## src/rtl/decode_stage_if.sv

```systemverilog
// Handshake and data bundle for decode_stage: raw instruction in, decoded bundle out.
interface decode_stage_if #(
    parameter int XLEN = 32,
    parameter int RA_W = 5
);
    logic            in_valid;
    logic            in_ready;
    logic [31:0]     in_instr;
    logic [XLEN-1:0] in_pc;
    logic            out_valid;
    logic            out_ready;
    logic [2:0]      out_type;
    logic [RA_W-1:0] out_rs1;
    logic [RA_W-1:0] out_rs2;
    logic [RA_W-1:0] out_rd;
    logic [2:0]      out_funct3;
    logic [6:0]      out_funct7;
    logic [XLEN-1:0] out_imm;
    logic [XLEN-1:0] out_pc;
    logic            out_illegal;
    logic            out_is_mul;

    modport master (
        output in_valid, in_instr, in_pc, out_ready,
        input  in_ready, out_valid, out_type, out_rs1, out_rs2, out_rd,
               out_funct3, out_funct7, out_imm, out_pc, out_illegal, out_is_mul
    );

    modport slave (
        input  in_valid, in_instr, in_pc, out_ready,
        output in_ready, out_valid, out_type, out_rs1, out_rs2, out_rd,
               out_funct3, out_funct7, out_imm, out_pc, out_illegal, out_is_mul
    );
endinterface

```

## src/rtl/decode_stage.sv

```systemverilog
// RISC-V decode stage with optional two-entry skid buffer.
// Define DECODE_STAGE_MEXT_EN to decode M-extension (funct7=0000001) R-type operations.
module decode_stage #(
    parameter int XLEN = 32,
    parameter int RA_W = 5,
    parameter int SKID = 1
) (
    input logic          clk,
    input logic          rst,
    input logic          flush,
    decode_stage_if.slave bus
);

`ifdef DECODE_STAGE_MEXT_EN
    localparam logic MEXT_EN = 1'b1;
`else
    localparam logic MEXT_EN = 1'b0;
`endif

    typedef enum logic [2:0] {
        T_R   = 3'd0,
        T_I   = 3'd1,
        T_S   = 3'd2,
        T_SB  = 3'd3,
        T_UJ  = 3'd4,
        T_U   = 3'd5,
        T_ILL = 3'd7
    } itype_e;

    typedef struct packed {
        itype_e          typ;
        logic [RA_W-1:0] rs1;
        logic [RA_W-1:0] rs2;
        logic [RA_W-1:0] rd;
        logic [2:0]      funct3;
        logic [6:0]      funct7;
        logic [XLEN-1:0] imm;
        logic [XLEN-1:0] pc;
        logic            illegal;
        logic            is_mul;
    } bundle_t;

    localparam bundle_t RESET_BUNDLE = '{typ: T_ILL, rs1: '0, rs2: '0, rd: '0, funct3: '0,
                                         funct7: '0, imm: '0, pc: '0, illegal: 1'b0,
                                         is_mul: 1'b0};

    logic [31:0]        instr;
    logic [6:0]         funct7;
    logic signed [31:0] imm_raw;
    logic               use_rs1;
    logic               use_rs2;
    logic               use_rd;
    logic               bad_reg;
    bundle_t            dec;

    assign instr  = bus.in_instr;
    assign funct7 = instr[31:25];

    always_comb begin
        imm_raw    = '0;
        use_rs1    = 1'b0;
        use_rs2    = 1'b0;
        use_rd     = 1'b0;
        dec        = RESET_BUNDLE;
        dec.funct3 = instr[14:12];
        dec.funct7 = funct7;
        dec.pc     = bus.in_pc;
        // Every legal opcode ends in 2'b11, so a bad instr[1:0] lands in default.
        case (instr[6:0])
            7'b0000011, 7'b0010011, 7'b1100111: begin
                dec.typ = T_I;
                use_rs1 = 1'b1;
                use_rd  = 1'b1;
                imm_raw = {{20{instr[31]}}, instr[31:20]};
            end
            7'b0110011: begin
                use_rs1 = 1'b1;
                use_rs2 = 1'b1;
                use_rd  = 1'b1;
                if (funct7 == 7'b0000000 || funct7 == 7'b0100000) begin
                    dec.typ = T_R;
                end else if (MEXT_EN && funct7 == 7'b0000001) begin
                    dec.typ    = T_R;
                    dec.is_mul = 1'b1;
                end
            end
            7'b0100011: begin
                dec.typ = T_S;
                use_rs1 = 1'b1;
                use_rs2 = 1'b1;
                imm_raw = {{20{instr[31]}}, instr[31:25], instr[11:7]};
            end
            7'b1100011: begin
                dec.typ = T_SB;
                use_rs1 = 1'b1;
                use_rs2 = 1'b1;
                imm_raw = {{19{instr[31]}}, instr[31], instr[7], instr[30:25], instr[11:8], 1'b0};
            end
            7'b1101111: begin
                dec.typ = T_UJ;
                use_rd  = 1'b1;
                imm_raw = {{11{instr[31]}}, instr[31], instr[19:12], instr[20], instr[30:21], 1'b0};
            end
            7'b0110111, 7'b0010111: begin
                dec.typ = T_U;
                use_rd  = 1'b1;
                imm_raw = {instr[31:12], 12'b0};
            end
            default: ;
        endcase
        // RV32E: any referenced register index of 16 or more is illegal.
        bad_reg = (RA_W < 5) && ((use_rs1 && instr[19]) || (use_rs2 && instr[24]) ||
                                 (use_rd && instr[11]));
        if (dec.typ == T_ILL || bad_reg) begin
            dec.typ     = T_ILL;
            dec.illegal = 1'b1;
            dec.is_mul  = 1'b0;
        end else begin
            dec.imm = XLEN'(imm_raw);
            if (use_rs1) dec.rs1 = instr[15 +: RA_W];
            if (use_rs2) dec.rs2 = instr[20 +: RA_W];
            if (use_rd)  dec.rd  = instr[7 +: RA_W];
        end
    end

    bundle_t out_q, out_d, skid_q, skid_d;
    logic    out_valid_q, out_valid_d;
    logic    skid_valid_q, skid_valid_d;
    logic    in_ready_q, in_ready_d;
    logic    in_ready;
    logic    in_fire;
    logic    out_free;

    assign in_ready = (SKID != 0) ? in_ready_q : (!rst && (!out_valid_q || bus.out_ready));

    always_comb begin
        in_fire      = bus.in_valid && in_ready && !flush;
        out_free     = !out_valid_q || bus.out_ready;
        out_d        = out_q;
        skid_d       = skid_q;
        out_valid_d  = out_valid_q;
        skid_valid_d = skid_valid_q;
        if (flush) begin
            out_valid_d  = 1'b0;
            skid_valid_d = 1'b0;
        end else if (out_free) begin
            // in_ready is low whenever the skid entry is full, so no accept collides here.
            if (skid_valid_q) begin
                out_d        = skid_q;
                out_valid_d  = 1'b1;
                skid_valid_d = 1'b0;
            end else begin
                out_valid_d = in_fire;
                if (in_fire) out_d = dec;
            end
        end else if (in_fire) begin
            skid_d       = dec;
            skid_valid_d = 1'b1;
        end
        in_ready_d = !skid_valid_d;
    end

    always_ff @(posedge clk or posedge rst) begin
        if (rst) begin
            out_q        <= RESET_BUNDLE;
            skid_q       <= RESET_BUNDLE;
            out_valid_q  <= 1'b0;
            skid_valid_q <= 1'b0;
            in_ready_q   <= 1'b0;
        end else begin
            out_q        <= out_d;
            skid_q       <= skid_d;
            out_valid_q  <= out_valid_d;
            skid_valid_q <= skid_valid_d;
            in_ready_q   <= in_ready_d;
        end
    end

    assign bus.in_ready    = in_ready;
    assign bus.out_valid   = out_valid_q;
    assign bus.out_type    = out_q.typ;
    assign bus.out_rs1     = out_q.rs1;
    assign bus.out_rs2     = out_q.rs2;
    assign bus.out_rd      = out_q.rd;
    assign bus.out_funct3  = out_q.funct3;
    assign bus.out_funct7  = out_q.funct7;
    assign bus.out_imm     = out_q.imm;
    assign bus.out_pc      = out_q.pc;
    assign bus.out_illegal = out_q.illegal;
    assign bus.out_is_mul  = out_q.is_mul;

endmodule
```

## src/flat_wrapper.sv

```systemverilog
// flat-port wrapper written by rule: the top's interface ports become plain ports
module decode_stage_flat 
#(
    parameter int XLEN = 32,
    parameter int RA_W = 5,
    parameter int SKID = 1
)
  (clk, rst, flush, bus_in_valid, bus_in_instr, bus_in_pc, bus_out_ready, bus_in_ready, bus_out_valid, bus_out_type, bus_out_rs1, bus_out_rs2, bus_out_rd, bus_out_funct3, bus_out_funct7, bus_out_imm, bus_out_pc, bus_out_illegal, bus_out_is_mul);
  decode_stage_if #(.XLEN(XLEN), .RA_W(RA_W)) bus_i ();
  input logic clk;
  input logic rst;
  input logic flush;
  input wire logic [$bits(bus_i.in_valid)-1:0] bus_in_valid;
  input wire logic [$bits(bus_i.in_instr)-1:0] bus_in_instr;
  input wire logic [$bits(bus_i.in_pc)-1:0] bus_in_pc;
  input wire logic [$bits(bus_i.out_ready)-1:0] bus_out_ready;
  output wire logic [$bits(bus_i.in_ready)-1:0] bus_in_ready;
  output wire logic [$bits(bus_i.out_valid)-1:0] bus_out_valid;
  output wire logic [$bits(bus_i.out_type)-1:0] bus_out_type;
  output wire logic [$bits(bus_i.out_rs1)-1:0] bus_out_rs1;
  output wire logic [$bits(bus_i.out_rs2)-1:0] bus_out_rs2;
  output wire logic [$bits(bus_i.out_rd)-1:0] bus_out_rd;
  output wire logic [$bits(bus_i.out_funct3)-1:0] bus_out_funct3;
  output wire logic [$bits(bus_i.out_funct7)-1:0] bus_out_funct7;
  output wire logic [$bits(bus_i.out_imm)-1:0] bus_out_imm;
  output wire logic [$bits(bus_i.out_pc)-1:0] bus_out_pc;
  output wire logic [$bits(bus_i.out_illegal)-1:0] bus_out_illegal;
  output wire logic [$bits(bus_i.out_is_mul)-1:0] bus_out_is_mul;
  assign bus_i.in_valid = bus_in_valid;
  assign bus_i.in_instr = bus_in_instr;
  assign bus_i.in_pc = bus_in_pc;
  assign bus_i.out_ready = bus_out_ready;
  assign bus_in_ready = bus_i.in_ready;
  assign bus_out_valid = bus_i.out_valid;
  assign bus_out_type = bus_i.out_type;
  assign bus_out_rs1 = bus_i.out_rs1;
  assign bus_out_rs2 = bus_i.out_rs2;
  assign bus_out_rd = bus_i.out_rd;
  assign bus_out_funct3 = bus_i.out_funct3;
  assign bus_out_funct7 = bus_i.out_funct7;
  assign bus_out_imm = bus_i.out_imm;
  assign bus_out_pc = bus_i.out_pc;
  assign bus_out_illegal = bus_i.out_illegal;
  assign bus_out_is_mul = bus_i.out_is_mul;
  decode_stage #(.XLEN(XLEN), .RA_W(RA_W), .SKID(SKID)) u_core (.clk(clk), .rst(rst), .flush(flush), .bus(bus_i));
endmodule
```

## config.mk

```make
export PLATFORM = sky130hd
export DESIGN_NAME = decode_stage_flat
export DESIGN_NICKNAME = d
export VERILOG_FILES = /design/src/rtl/decode_stage_if.sv /design/src/rtl/decode_stage.sv /design/src/flat_wrapper.sv
export SDC_FILE = /design/constraint.sdc
export NUM_CORES = 1
export LEC_CHECK = 0
export ABC_AREA = 1
export BUFFER_PORTS_ARGS = -buffer_cell sky130_fd_sc_hd__clkbuf_2
export CAP_MARGIN = 25
export CORE_ASPECT_RATIO = 0.7
export CORE_MARGIN = 3
export CORE_UTILIZATION = 50
export DETAILED_ROUTE_END_ITERATION = 6
export PLACE_DENSITY = 0.76
export RECOVER_POWER = 100
export SYNTH_ARGS = -nofsm -noshare
export SYNTH_HDL_FRONTEND = slang
export SYNTH_SLANG_ARGS = --single-unit
```

## constraint.sdc

```tcl
create_clock -name clk -period 5.4 [get_ports clk]
set_input_delay 0 -clock clk [delete_from_list [all_inputs] [get_ports clk]]
set_output_delay 0 -clock clk [all_outputs]
set_load 0.02 [all_outputs]
```

==> results_dict.tcl <==
set metrics [dict create \
    status "complete, but fails checks" \
    violations "max-capacitance violations, max-slew violations" \
    setup_violations 0 \
    synthCells 1071 \
    cts.clk_slew.worst_paths_ns 0.07 \
    routedLengthMet1_um 10200 \
    wl_per_cell_um 15.0 \
    dp_hpwl_um 13700 \
    num_vias 7795 \
    ys_warn_count 0 \
    worstMarginPinSlew_ns 1.84 \
    core_area_um2 16600 \
    whs_ns 0.0357 \
    ys_ff_latch 189 \
    grt_max_degree 141 \
    ys_seq_area_share_pct 55.0 \
    crit_path_end_kind "register" \
    fill_cells 1434 \
    grt_pass1_wl_um 36700 \
    crit_path_start_kind "register" \
    cts_setup_buffers 0 \
    tritoncts "done" \
    drt_iter0_markers 702 \
    wl_met2_um 9940 \
    drc_errors 0 \
    crit_fanout 57 \
    layout_min_cycle_time_ns 3.47 \
    port_buffers 163 \
    netlist_area_um2 8610 \
    clock-root-buffer "clkbuf_16" \
    diodes 0 \
    fp.dieW_um 163 \
    finClkSkew_ns 0.00803 \
    synth.avg_cell_area_um2 8.04 \
    clkLatencyLatePin_ns 0.43 \
    highest_layer "met4" \
    finalSetupTns_ns 0 \
    initial_core_util_pct 51.9 \
    drt_wl_total_um 22400 \
    multi_input_area_um2 3380 \
    synthesis.nets 1140 \
    p_leak_nw 5.43 \
    grt_util_all_layers_pct 24.5 \
    wl_met3_um 1840 \
    slew_viol_final 58 \
    area_growth_syn_to_layout_pct 22.4 \
    rsz0062_at_grt "no" \
    max_freq_mhz 289 \
    finalHoldViolCount 0 \
    die_area_um2 18800 \
    drt_pass1_iterations 5 \
    power_density_nw_per_um2 344 \
    seq_area_um2 4740 \
    fp.dieH_um 116 \
    drv_cap 1 \
    cp.arrival_ns 3.78 \
    synth_cell_type_count 30 \
    grt_pass1_vias 7273 \
    antenna_found_initial 0 \
    gp_congestion 0.855 \
    cts.htree.levels 4 \
    drtAntennaViolNets 0 \
    vias_per_cell 5.23 \
    cts_buffers 17 \
    hold_class "in -> reg" \
    fp-row-count 39 \
    clock_path_buffers 2 \
    cp.required_ns 5.72 \
    drive_above_1_share_pct 11.5 \
    path_class "reg -> reg" \
    fin_nets 1323 \
    clock_sinks 189 \
    ir_drop_v 0.000203 \
    relSlewSlack_pct -23.7 \
    grt_overflow_total 0 \
    io_pins 165 \
    fin_crit_sh_pct 64.2 \
]
[registers in the layout (all words and copies together), names as in the netlist, 3 cells and up]
| name | count |
|---|---|
| u_core.skid_q | 93 |
| u_core.bus.out_rs2 | 5 |
| u_core.bus.out_rs1 | 5 |
| u_core.bus.out_type | 3 |
| u_core.bus.out_rd | 5 |
| u_core.bus.out_pc | 32 |
| u_core.bus.out_funct7 | 7 |
| u_core.bus.out_funct3 | 3 |
| u_core.bus.out_imm | 32 |
[report_power, final]
| group | switching, W | internal [W] |
|---|---|---|
| clock network | 0.000538 | 0.000698 |
| registers | 0.000122 | 0.00165 |
| logic | 0.000403 | 0.000216 |
| total | 0.00106 | 0.00256 |
[critical path, cell delays in order (launching register included)]
cell and delay, ns:
dfrtp_1 0.34, inv_1 0.04, nor2_1 0.17, inv_1 0.08, nand2_1 0.11, clkinvlp_2 1.41
buf_4 0.85, o21ai_0 0.16, a21o_1 0.11, nand2_1 0.05
[layout make-up]
type | count | area share (%)
Inverter | 47 | 1.70
Tap cell | 225 | 2.67
Clock inverter | 8 | 0.772
Clock buffer | 23 | 4.73
Timing Repair Buffer | 231 | 13.1
Multi-Input combinational cell | 768 | 32.1
Sequential cell | 189 | 45.0
[path summary, 6_finish.rpt]
check	startpoint	to	slack, ns	cells after the start
setup / recovery	u_core.bus.out_valid	u_core.bus.out_imm[19]	1.93	9
hold / removal	bus_in_instr[18]	u_core.skid_q[52]	0.04	5
setup reg to reg	u_core.bus.out_valid	u_core.bus.out_imm[19]	1.93	9
hold reg to reg	u_core.skid_q[52]	u_core.skid_q[52]	0.48	2
max in group asynchronous	rst	u_core.skid_valid_q	3.75	5
min in group asynchronous	rst	u_core.skid_q[4]	0.06	3
[metal layers]
layer	up-vias	GRT usage, %
met3	33	7.11
met5	-	0
li1	3775	-
met1	3702	35.7
met4	0	6.87
met2	285	36.1
[cell usage in the layout (no fill, tap or decap), types with 3 or more instances in the layout]
cell type and count:
o21ai_0 81, clkbuf_16 17, o21ai_1 3, nor2_1 135, clkbuf_2 66, clkbuf_8 5, o211ai_1 5, dfstp_2 6
dfrtp_1 182, nand3_1 14, a31oi_1 55, inv_1 37, nand2_1 410, nand2_4 15, buf_4 7, o22ai_1 4
a21oi_1 28, dlygate4sd3_1 60, nand2_2 5, inv_2 8, nor2_4 3, clkbuf_1 98
[logic make-up after synthesis]
logic type | share of synthesized area (%)
other | 0.0436
AND/OR/NAND/NOR | 27.8
buffers and inverters | 5.57
AO/OA/AOI/OAI | 11.5
flip-flops | 55.0
[metrics by stage]
step | utilization (%) | power (W) | cells | instance area (µm²) | setup WS [ns]
3_3_place_gp | 57.1 | 0.00238 | 1399 | 9470 | 3.19
5_1_grt | 63.5 | 0.00383 | 1491 | 10500 | 1.56
2_1_floorplan | - | 0.00218 | 1071 | 8610 | 0.268
3_5_place_dp | 57.1 | 0.00240 | 1399 | 9470 | 3.12
6_report | 63.5 | 0.00363 | 1491 | 10500 | 1.93
4_1_cts | 64.2 | 0.00367 | 1490 | 10600 | 3.08
[repair_timing]
item	4_1_cts	5_1_grt
hold buffers	60	0
resized for setup	0	0
hold endpoints to repair	268	0
[synthesized netlist by cell type]
library cell | number | area, µm²
buf_1 | 2 | 7.51
nor2_4 | 3 | 33.8
nand3_1 | 14 | 70.1
dfstp_2 | 6 | 158
dfrtp_1 | 183 | 4580
o21ai_0 | 60 | 300
inv_1 | 38 | 143
a31oi_1 | 55 | 344
clkbuf_1 | 40 | 150
o22ai_1 | 4 | 25.0
nand4_1 | 2 | 12.5
nand2_1 | 410 | 1540
o21ai_1 | 24 | 120
buf_12 | 1 | 20.0
buf_4 | 2 | 15.0
conb_1 | 1 | 3.75
buf_2 | 22 | 110
clkinv_1 | 1 | 3.75
nand2_2 | 4 | 25.0
nor2_2 | 4 | 25.0
a21oi_1 | 28 | 140
nand2_4 | 16 | 180
a22oi_1 | 1 | 7.51
o211ai_1 | 5 | 37.5
a41oi_1 | 1 | 8.76
and2_1 | 1 | 6.26
a21o_1 | 1 | 7.51
inv_2 | 8 | 30.0
nor2_1 | 133 | 499
nor3_1 | 1 | 5.00
Power figures use the tool's default switching activity.
